File: config.mk
export PLATFORM = sky130hd
export DESIGN_NAME = ef_adc_sar_ctrl_flat
export DESIGN_NICKNAME = d
export VERILOG_FILES = /design/src/rtl/ef_adc_sar_pkg.sv /design/src/rtl/ef_adc_sar_ctrl_if.sv /design/src/rtl/ef_adc_sar_timer.sv /design/src/rtl/ef_adc_sar_ctrl.sv /design/src/flat_wrapper.sv
export SDC_FILE = /design/constraint.sdc
export NUM_CORES = 1
export LEC_CHECK = 0
export ABC_AREA = 0
export BUFFER_PORTS_ARGS = -buffer_cell sky130_fd_sc_hd__buf_2
export CAP_MARGIN = 0
export CELL_PAD_IN_SITES_DETAIL_PLACEMENT = 0
export CELL_PAD_IN_SITES_GLOBAL_PLACEMENT = 1
export CORE_MARGIN = 2
export CORE_UTILIZATION = 35
export CTS_CLUSTER_DIAMETER = 200
export CTS_CLUSTER_SIZE = 8
export DETAILED_ROUTE_END_ITERATION = 8
export GPL_TIMING_DRIVEN = 0
export PLACE_DENSITY = 0.63
export SYNTH_ARGS = -nofsm -noshare
export SYNTH_HDL_FRONTEND = slang
export SYNTH_SLANG_ARGS = --single-unit
File: constraint.sdc
create_clock -name clk -period 2.63 [get_ports clk]
set_input_delay 0.3945 -clock clk [delete_from_list [all_inputs] [get_ports clk]]
set_output_delay 0.3945 -clock clk [all_outputs]
set_load 0.01 [all_outputs]
File: src/rtl/ef_adc_sar_pkg.sv
// rtl/ef_adc_sar_pkg.sv - shared types and constants for the SAR ADC controller
package ef_adc_sar_pkg;

    localparam int ADC_NBITS = 10;
    localparam int ADC_NCH   = 8;
    localparam int ADC_CHW   = $clog2(ADC_NCH);
    localparam int ADC_IDXW  = $clog2(ADC_NBITS);

    typedef enum logic [2:0] {
        IDLE,
        SAMPLE,
        HOLD,
        TRIAL,
        LOAD,
        COMPARE,
        DONE
    } sar_state_e;

    function automatic int max2(input int a, input int b);
        return (a > b) ? a : b;
    endfunction

endpackage

File: src/rtl/ef_adc_sar_ctrl_if.sv
// rtl/ef_adc_sar_ctrl_if.sv - host handshake and analog core signals of the SAR controller
// EF_ADC_SAR_CONT_EN adds the cont (continuous conversion) request.
interface ef_adc_sar_ctrl_if;
    import ef_adc_sar_pkg::*;

    logic                 start;
    logic [ADC_CHW-1:0]   chan;
    logic                 busy;
    logic                 done;
    logic [ADC_NBITS-1:0] result;
`ifdef EF_ADC_SAR_CONT_EN
    logic                 cont;
`endif
    logic                 adc_en;
    logic                 adc_hold;
    logic                 adc_rst;
    logic [ADC_CHW-1:0]   adc_b;
    logic [ADC_NBITS-1:0] adc_data;
    logic                 adc_cmp;

    modport master (
`ifdef EF_ADC_SAR_CONT_EN
        input  cont,
`endif
        input  start, chan, adc_cmp,
        output busy, done, result, adc_en, adc_hold, adc_rst, adc_b, adc_data
    );

    modport slave (
`ifdef EF_ADC_SAR_CONT_EN
        output cont,
`endif
        output start, chan, adc_cmp,
        input  busy, done, result, adc_en, adc_hold, adc_rst, adc_b, adc_data
    );

endinterface

File: src/rtl/ef_adc_sar_timer.sv
// rtl/ef_adc_sar_timer.sv - loadable down-counter with zero flag for the sample and settle waits
module ef_adc_sar_timer #(
    parameter int W = 3
) (
    input  logic         clk,
    input  logic         rst,
    input  logic         load_i,
    input  logic [W-1:0] load_val_i,
    output logic         zero_o
);

    logic [W-1:0] cnt_q, cnt_d;

    always_comb begin
        cnt_d = cnt_q;
        if (load_i) begin
            cnt_d = load_val_i;
        end else if (cnt_q != '0) begin
            cnt_d = cnt_q - W'(1);
        end
    end

    always_ff @(posedge clk or posedge rst) begin
        if (rst) begin
            cnt_q <= '0;
        end else begin
            cnt_q <= cnt_d;
        end
    end

    assign zero_o = (cnt_q == '0);

endmodule

File: src/rtl/ef_adc_sar_ctrl.sv
// rtl/ef_adc_sar_ctrl.sv - successive-approximation controller for the 10-bit 8-channel ADC core
// EF_ADC_SAR_CONT_EN enables back-to-back conversions via cont.
module ef_adc_sar_ctrl
    import ef_adc_sar_pkg::*;
#(
    parameter int SAMPLE_CYCLES = 4,
    parameter int SETTLE_CYCLES = 2
) (
    input logic              clk,
    input logic              rst,
    ef_adc_sar_ctrl_if.master sar_if
);

    localparam int CNT_W = $clog2(max2(SAMPLE_CYCLES, SETTLE_CYCLES) + 1);
    localparam logic [CNT_W-1:0] SAMPLE_LD = CNT_W'(SAMPLE_CYCLES - 1);
    localparam logic [CNT_W-1:0] SETTLE_LD = CNT_W'(SETTLE_CYCLES - 1);

    sar_state_e           state_q, state_d;
    logic [ADC_NBITS-1:0] code_q, code_d;
    logic [ADC_IDXW-1:0]  idx_q, idx_d;
    logic [ADC_NBITS-1:0] result_q, result_d;
    logic [ADC_NBITS-1:0] data_q, data_d;
    logic [ADC_CHW-1:0]   b_q, b_d;
    logic                 busy_q, busy_d;
    logic                 done_q, done_d;
    logic                 en_q, en_d;
    logic                 hold_q, hold_d;
    logic                 arst_q, arst_d;

    logic                 tmr_load;
    logic [CNT_W-1:0]     tmr_val;
    logic                 tmr_zero;

    ef_adc_sar_timer #(.W(CNT_W)) u_timer (
        .clk        (clk),
        .rst        (rst),
        .load_i     (tmr_load),
        .load_val_i (tmr_val),
        .zero_o     (tmr_zero)
    );

    always_ff @(posedge clk or posedge rst) begin
        if (rst) begin
            state_q <= IDLE;
        end else begin
            state_q <= state_d;
        end
    end

    always_comb begin
        state_d  = state_q;
        tmr_load = 1'b0;
        tmr_val  = SAMPLE_LD;
        case (state_q)
            IDLE: begin
                if (sar_if.start) begin
                    state_d  = SAMPLE;
                    tmr_load = 1'b1;
                end
            end
            SAMPLE:  if (tmr_zero) state_d = HOLD;
            HOLD:    state_d = TRIAL;
            TRIAL:   state_d = LOAD;
            LOAD: begin
                state_d  = COMPARE;
                tmr_load = 1'b1;
                tmr_val  = SETTLE_LD;
            end
            COMPARE: if (tmr_zero) state_d = (idx_q == '0) ? DONE : TRIAL;
            DONE: begin
`ifdef EF_ADC_SAR_CONT_EN
                if (sar_if.cont) begin
                    state_d  = SAMPLE;
                    tmr_load = 1'b1;
                end else begin
                    state_d = IDLE;
                end
`else
                state_d = IDLE;
`endif
            end
            default: state_d = IDLE;
        endcase
    end

    // Outputs are decoded from the next state so every pin comes straight off a flop.
    always_comb begin
        code_d   = code_q;
        idx_d    = idx_q;
        b_d      = b_q;
        data_d   = data_q;
        result_d = result_q;
        if (state_q == IDLE && sar_if.start) begin
            b_d = sar_if.chan;
        end
        if (state_q == HOLD) begin
            code_d = '0;
            idx_d  = ADC_IDXW'(ADC_NBITS - 1);
        end
        if (state_q == COMPARE && tmr_zero) begin
            code_d[idx_q] = sar_if.adc_cmp;
            if (idx_q != '0) idx_d = idx_q - ADC_IDXW'(1);
        end
        if (state_d == TRIAL) begin
            data_d = code_d | (ADC_NBITS'(1) << idx_d);
        end
        if (state_d == DONE) begin
            result_d = code_d;
        end
        busy_d = (state_d != IDLE);
        done_d = (state_d == DONE);
        en_d   = state_d inside {SAMPLE, HOLD, TRIAL, LOAD, COMPARE};
        hold_d = state_d inside {HOLD, TRIAL, LOAD, COMPARE};
        arst_d = (state_d != LOAD);
    end

    always_ff @(posedge clk or posedge rst) begin
        if (rst) begin
            code_q   <= '0;
            idx_q    <= '0;
            b_q      <= '0;
            data_q   <= '0;
            result_q <= '0;
            busy_q   <= 1'b0;
            done_q   <= 1'b0;
            en_q     <= 1'b0;
            hold_q   <= 1'b0;
            arst_q   <= 1'b1;
        end else begin
            code_q   <= code_d;
            idx_q    <= idx_d;
            b_q      <= b_d;
            data_q   <= data_d;
            result_q <= result_d;
            busy_q   <= busy_d;
            done_q   <= done_d;
            en_q     <= en_d;
            hold_q   <= hold_d;
            arst_q   <= arst_d;
        end
    end

    assign sar_if.busy     = busy_q;
    assign sar_if.done     = done_q;
    assign sar_if.result   = result_q;
    assign sar_if.adc_en   = en_q;
    assign sar_if.adc_hold = hold_q;
    assign sar_if.adc_rst  = arst_q;
    assign sar_if.adc_b    = b_q;
    assign sar_if.adc_data = data_q;

endmodule
File: src/flat_wrapper.sv
// flat-port wrapper written by rule: the top's interface ports become plain ports
module ef_adc_sar_ctrl_flat import ef_adc_sar_pkg::*;
#(
    parameter int SAMPLE_CYCLES = 4,
    parameter int SETTLE_CYCLES = 2
)
  (clk, rst, sar_if_start, sar_if_chan, sar_if_adc_cmp, sar_if_busy, sar_if_done, sar_if_result, sar_if_adc_en, sar_if_adc_hold, sar_if_adc_rst, sar_if_adc_b, sar_if_adc_data);
  ef_adc_sar_ctrl_if sar_if_i ();
  input logic clk;
  input logic rst;
  input wire logic [$bits(sar_if_i.start)-1:0] sar_if_start;
  input wire logic [$bits(sar_if_i.chan)-1:0] sar_if_chan;
  input wire logic [$bits(sar_if_i.adc_cmp)-1:0] sar_if_adc_cmp;
  output wire logic [$bits(sar_if_i.busy)-1:0] sar_if_busy;
  output wire logic [$bits(sar_if_i.done)-1:0] sar_if_done;
  output wire logic [$bits(sar_if_i.result)-1:0] sar_if_result;
  output wire logic [$bits(sar_if_i.adc_en)-1:0] sar_if_adc_en;
  output wire logic [$bits(sar_if_i.adc_hold)-1:0] sar_if_adc_hold;
  output wire logic [$bits(sar_if_i.adc_rst)-1:0] sar_if_adc_rst;
  output wire logic [$bits(sar_if_i.adc_b)-1:0] sar_if_adc_b;
  output wire logic [$bits(sar_if_i.adc_data)-1:0] sar_if_adc_data;
  assign sar_if_i.start = sar_if_start;
  assign sar_if_i.chan = sar_if_chan;
  assign sar_if_i.adc_cmp = sar_if_adc_cmp;
  assign sar_if_busy = sar_if_i.busy;
  assign sar_if_done = sar_if_i.done;
  assign sar_if_result = sar_if_i.result;
  assign sar_if_adc_en = sar_if_i.adc_en;
  assign sar_if_adc_hold = sar_if_i.adc_hold;
  assign sar_if_adc_rst = sar_if_i.adc_rst;
  assign sar_if_adc_b = sar_if_i.adc_b;
  assign sar_if_adc_data = sar_if_i.adc_data;
  ef_adc_sar_ctrl #(.SAMPLE_CYCLES(SAMPLE_CYCLES), .SETTLE_CYCLES(SETTLE_CYCLES)) u_core (.clk(clk), .rst(rst), .sar_if(sar_if_i));
endmodule
## After elaboration in Yosys (flattened, before gate mapping)

Index checks and enable logic that the tools add are counted.

- Word-level logic and storage cells: 60
- Input port bits: 7
- Output and inout bits: 28
- Bits in registers: 48

- Shift operators: 1
- Bitwise gates (word level): 1
- $lt $le $gt $ge: 2
- Muxes and demuxes: 18
- Equality and inequality tests: 12
- Add/subtract/negate cells: 2
- Reduce and logical (&&, ||, !) cells: 12

Operator list:

| operator | number |
|---|---|
| 2-to-1 mux 10 bit | 2 |
| 2-to-1 mux 3 bit | 6 |
| case mux 3 bit (6 select lines) | 1 |
| == test 3 bit, second input constant | 5 |
| == test 3 x 2 -> 1 bit, second input constant | 4 |
| 2-to-1 mux 4 bit | 3 |
| bitwise mux 10 bit | 1 |
| OR 10 bit | 1 |
| left shift 1 x 4 -> 10 bit, first input constant | 1 |
| nonzero test 4 bit | 2 |
| == test 3 x 1 -> 1 bit, second input constant | 2 |
| logical NOT 3 bit | 2 |
| nonzero test 3 bit | 2 |
| less-than comparator 4 x 5 -> 1 bit, second input constant | 1 |
| nonzero test 5 bit | 1 |
| demux 1 bit (select 4 bit) | 1 |
| >= comparator 4 x 1 -> 1 bit, second input constant | 1 |
| logical NOT 4 bit | 1 |
| subtractor 4 x 1 -> 4 bit, second input constant | 1 |
| logical AND 1 bit | 3 |
| != test 3 bit, second input constant | 1 |
| subtractor 3 x 1 -> 3 bit, second input constant | 1 |
| 2-to-1 mux 1 bit | 2 |
| 2-to-1 mux 2 bit | 1 |
| 2 further kinds | 2 |

## Depth between registers and ports, before layout

- Word-level depth: 7
- Gate-level depth with buffers: 9
- Gate-level depth less buffers: 6

## Hierarchy

From an unflattened synthesis, not the netlist that was laid out.

- Cell total of the unflattened synthesis: 240
- Area total of the unflattened synthesis: 2373.5 um^2

Modules (own cells, without submodules):

| module | cells each | area each (um^2) | seq. area each (um^2) | instances |
|---|---|---|---|---|
| ef_adc_sar_ctrl | 218 | 2168.3 | 1127.3 | 1 |
| ef_adc_sar_timer | 22 | 205.2 | 75.1 | 1 |

## Worst setup path before layout

No wires, ideal clock.

- Path type: register to register
- Start point: register u_core.idx_q[0]
- End point: register u_core.data_q[0], in the netlist u_core.sar_if.adc_data[0]
- Buffers on the path: 3
- Data required time: 2.496 ns
- Arrival time: 2.050 ns
- Stages on the path, launching flop included: 10
- Library setup time: 0.134 ns
- Clock period less this slack: 2.184 ns
- Setup slack: 0.446 ns
- Cells stage by stage: dfrtp_1 > clkbuf_1 > inv_1 > ha_1 > buf_2 > nor3b_2 > o31ai_1 > buf_2 > and3_1 > o32ai_2

- Word-level cells in the longest chain between the ends: 7
- Elaborated cells between the ends (all ways): 19
- Those cells by class: 1 x add/sub; 2 x order compare; 1 x eq/ne; 1 x shift; 10 x mux; 1 x bitwise; 3 x reduce/logical

Ends and longest elaborated chain:

| what | line | RTL |
|---|---|---|
| start, declared | ef_adc_sar_ctrl.sv:20 | `logic [ADC_IDXW-1:0] idx_q, idx_d;` |
| start signal, assigned | ef_adc_sar_ctrl.sv:131 | `idx_q <= idx_d;` |
| less-than comparator 4 x 5 -> 1 bit (not written as such) or >= comparator 4 x 1 -> 1 bit (tied branches) | ef_adc_sar_ctrl.sv:101 | `code_d[idx_q] = sar_if.adc_cmp;` |
| logical AND 1 bit (not written as such) | ef_adc_sar_ctrl.sv:101 |  |
| 2-to-1 mux 1 bit (not written as such) | ef_adc_sar_ctrl.sv:101 |  |
| demux 1 bit (select 4 bit) | -- |  |
| bitwise mux 10 bit | ef_adc_sar_ctrl.sv:101 |  |
| 2-to-1 mux 10 bit | ef_adc_sar_ctrl.sv:100 | `if (state_q == COMPARE && tmr_zero) begin` |
| OR 10 bit | ef_adc_sar_ctrl.sv:105 | `data_d = code_d \| (ADC_NBITS'(1) << idx_d);` |
| end signal, assigned | ef_adc_sar_ctrl.sv:133 | `data_q <= data_d;` |
| end, declared | ef_adc_sar_ctrl.sv:22 | `logic [ADC_NBITS-1:0] data_q, data_d;` |

Parallel ways exist; a longest one is shown, timed or not.
A chain may end at the register's enable or synchronous reset.

## Worst setup path after layout

Same ends and word-level chain as after synthesis.

==> impl_metrics.csv <==
group,metric,value,unit
global_routing,overflow,0,
synth,async_flop_share,1.00,
global_routing,antenna_found_initial,0,
global_routing,grt_usage,0.176,
synth,synth_warnings,0,
place,hpwl,4650,um
die,rows,30,
finish,fin_nets,290,
setup_path,critPathSlowestCell,"dfrtp_1",
place,io_buffers,33,
global_routing,grt_max_degree,28,
die,start_util,0.366,
global_routing,grt_pass1_vias,1946,
setup_path,cp.required,2820,ps
clocking,clk_latency,310,ps
finish,final_cell_mix,"dfrtp_1 (47), buf_2 (43), nand2_1 (23), nor2_1 (15)",
job,maxCapViolCount,0,
power_and_ir_drop,p_leak,1.34,nW
place,gp_congestion,0.866,
synth,synthFlopType,"dfrtp_1",
synth,avgSynthCellArea,10.8,um2
die,die_w,89,um
setup_path,cp-end-kind,"register",
finish,multi_input_comb_area,1220,um2
setup_path,path_cells,"clkbuf_2 > inv_1 > ha_1 > buf_2 > nor3b_4 > o31ai_2 > buf_2 > and3_1 > o32ai_2",
drt,first_pass_iters,4,
timing,finalMaxSlewViolations,0,
setup_path,startpoint_type,"register",
synth,ys_seq_elements,48,
drt,routed.top_layer,"met4",
clocking,cts_root_buf,"clkbuf_8",
finish,mostFrequentLayoutCell,"dfrtp_1",
drt,wl_met2,2810,um
timing,max_slew_margin,0.577,
finish,regArea,1200,um2
die,fp.dieArea,7920,um2
finish,final_layout_size_suffix_gt1_frac,0.313,
global_routing,grt_pass1_wl,10500,um
worst_hold_path,hold_class,"in2async",
drt,wl_met1,3130,um
clocking,clock-sinks,48,
timing,rsz0062_at_grt,"false",
timing,whs,101,ps
status,status,"complete, no violations",
clocking,clk_pin_slew,90,ps
drt,drtAntennaViolNets,0,
setup_path,critPathMaxFanout,10,
power_and_ir_drop,power_density,1140,nW/um2
drt,wirelength,6360,um
finish,fillers,713,
synth,netlist_area,2530,um2
finish,diodes,0,
die,core,6910,um2
timing,layout_min_cycle_time,2520,ps
synth,syn_nets,248,
setup_path,criticalPathCategory,"reg2reg",
timing,worstMarginPinSlew,633,ps
finish,syn_to_final_growth,17.6,%
synth,seq_area_frac_synth,0.476,
clocking,htreeDepth,2,
setup_path,crit_arrival,2700,ps
die,die_h,89,um
synth,yosysTopAreaCellShare,0.465,
setup_path,crit_family,"buffers and inverters",
synth,synth_top_cells_by_area,"dfrtp_1 (47%), mux2_2 (4.5%), nand2_1 (3.4%), ha_1 (3.0%), nor2_1 (2.2%)",
drt,avgRoutedWirePerCell,17.0,um
drt,vias_per_cell,5.23,
clocking,clockBufferDepth,2,
synth,synth_cell_type_count,65,
place,dpl.cell_count,365,
setup_path,crit_top_cell,"buf_2",
power_and_ir_drop,finalPower,3.38,mW
clocking,cts_buffers,5,
drt,dr.first_iter.drc_count,258,
timing,final.setup.tns,0,ps
die,io_pins,35,
finish,fin_util,0.431,
drt,drc_errors,0,
setup_path,crit_buf_inv,4,
synth,synth_top_cell_by_area,"dfrtp_1",
clocking,cts_hold_buf,0,
power_and_ir_drop,ir_drop,421,uV
clocking,cts_tree,"built",
timing,min_period_over_period,0.958,
synth,synth_enable_flop_cells,0,
timing,final_hold_viol_count,0,
drt,wl_met3,304,um
timing,finClkSkew,7.44,ps
timing,setup_viol,0,
synth,synth_cells,235,
drt,vias,1955,
timing,fmax,397,MHz
setup_path,slowest_delay,460,ps
finish,fin_cells,374,
power by group:
group	internal (mW)	switching [mW]
registers	1.04	0.185
clock network	0.282	0.264
logic	0.646	0.962
total	1.97	1.41
layout make-up:
type | count | share of cell area
timing repair buffer | 35 | 0.0648
clock inverter | 3 | 0.0143
buffer | 14 | 0.0261
clock buffer | 5 | 0.0231
multi-input combinational | 161 | 0.412
tap | 96 | 0.0404
sequential | 48 | 0.404
inverter | 12 | 0.0151
flip-flops by register name, summed over array words and instances (netlist names), 3 cells and up:
name,flops
u_core.sar_if.adc_b,3
u_core.u_timer.cnt_q,3
u_core.code_q,10
u_core.idx_q,4
u_core.sar_if.adc_data,10
u_core.sar_if.result,10
u_core.state_q,3
stage by stage:
step	cell area (um2)	worst slack, ps
6_report	2970	111
5_1_grt	2970	15.9
4_1_cts	2960	20.7
3_5_place_dp	2830	-210
3_3_place_gp	2810	-150
2_1_floorplan	2530	446
repair_timing:
action / 4_1_cts / 5_1_grt
pin swaps: 0 / 1
setup endpoints to repair: 13 / 9
buffers inserted: 0 / 1
resized for setup: 3 / 1
logic make-up after synthesis:
| group | share of synthesized area |
|---|---|
| AND/OR/NAND/NOR | 0.227 |
| XOR/XNOR | 0.00693 |
| adder cells (fa/ha/maj) | 0.0297 |
| AO/OA/AOI/OAI | 0.152 |
| multiplexers | 0.0604 |
| buffers and inverters | 0.0480 |
| flip-flops | 0.476 |
path summary, 6_finish.rpt:
check                                                     from                                    end  slack [ps]  depth (start not counted)
min reg2reg                u_core.sar_if.result[6]$_DFFE_PP0P_    u_core.sar_if.result[6]$_DFFE_PP0P_         480                          2
min                                                        rst    u_core.u_timer.cnt_q[1]$_DFFE_PP0P_         100                          2
max reg2reg                          u_core.idx_q[0]$_DFF_PP0_  u_core.sar_if.adc_data[0]$_DFFE_PP0P_         110                          9
max                                  u_core.idx_q[0]$_DFF_PP0_  u_core.sar_if.adc_data[0]$_DFFE_PP0P_         110                          9
min in group clk                                sar_if_chan[0]     u_core.sar_if.adc_b[0]$_DFFE_PP0P_         320                          2
max in group asynchronous                                  rst              u_core.idx_q[1]$_DFF_PP0_        2020                          3
layer usage:
| layer | global-route usage | vias to the layer above |
|---|---|---|
| met3 | 0.0314 | 9 |
| met5 | 0 | - |
| met2 | 0.254 | 48 |
| li1 | - | 955 |
| met4 | 0.0638 | 0 |
| met1 | 0.265 | 943 |
worst register-to-register path, stage by stage, from the launching register on:
cell and delay [ps]:
dfrtp_1 460, clkbuf_2 280, inv_1 100, ha_1 200, buf_2 190, nor3b_4 210, o31ai_2 310, buf_2 320
and3_1 250, o32ai_2 90
synthesized netlist by cell type (all sizes together), types with 3 or more instances:
cell	instances
nand2	23
a21oi	4
nor3b	3
nand3b	3
nor4	4
inv	12
buf	12
nand4	6
mux2i	4
and3	4
nor2	15
o32ai	4
mux2	10
nor2b	4
nand2b	3
o211ai	4
dfrtp	47
a211oi	3
o221ai	3
ha	6
o211a	3
o21ai	10
nand3	9
(Power assumes the default switching activity.)
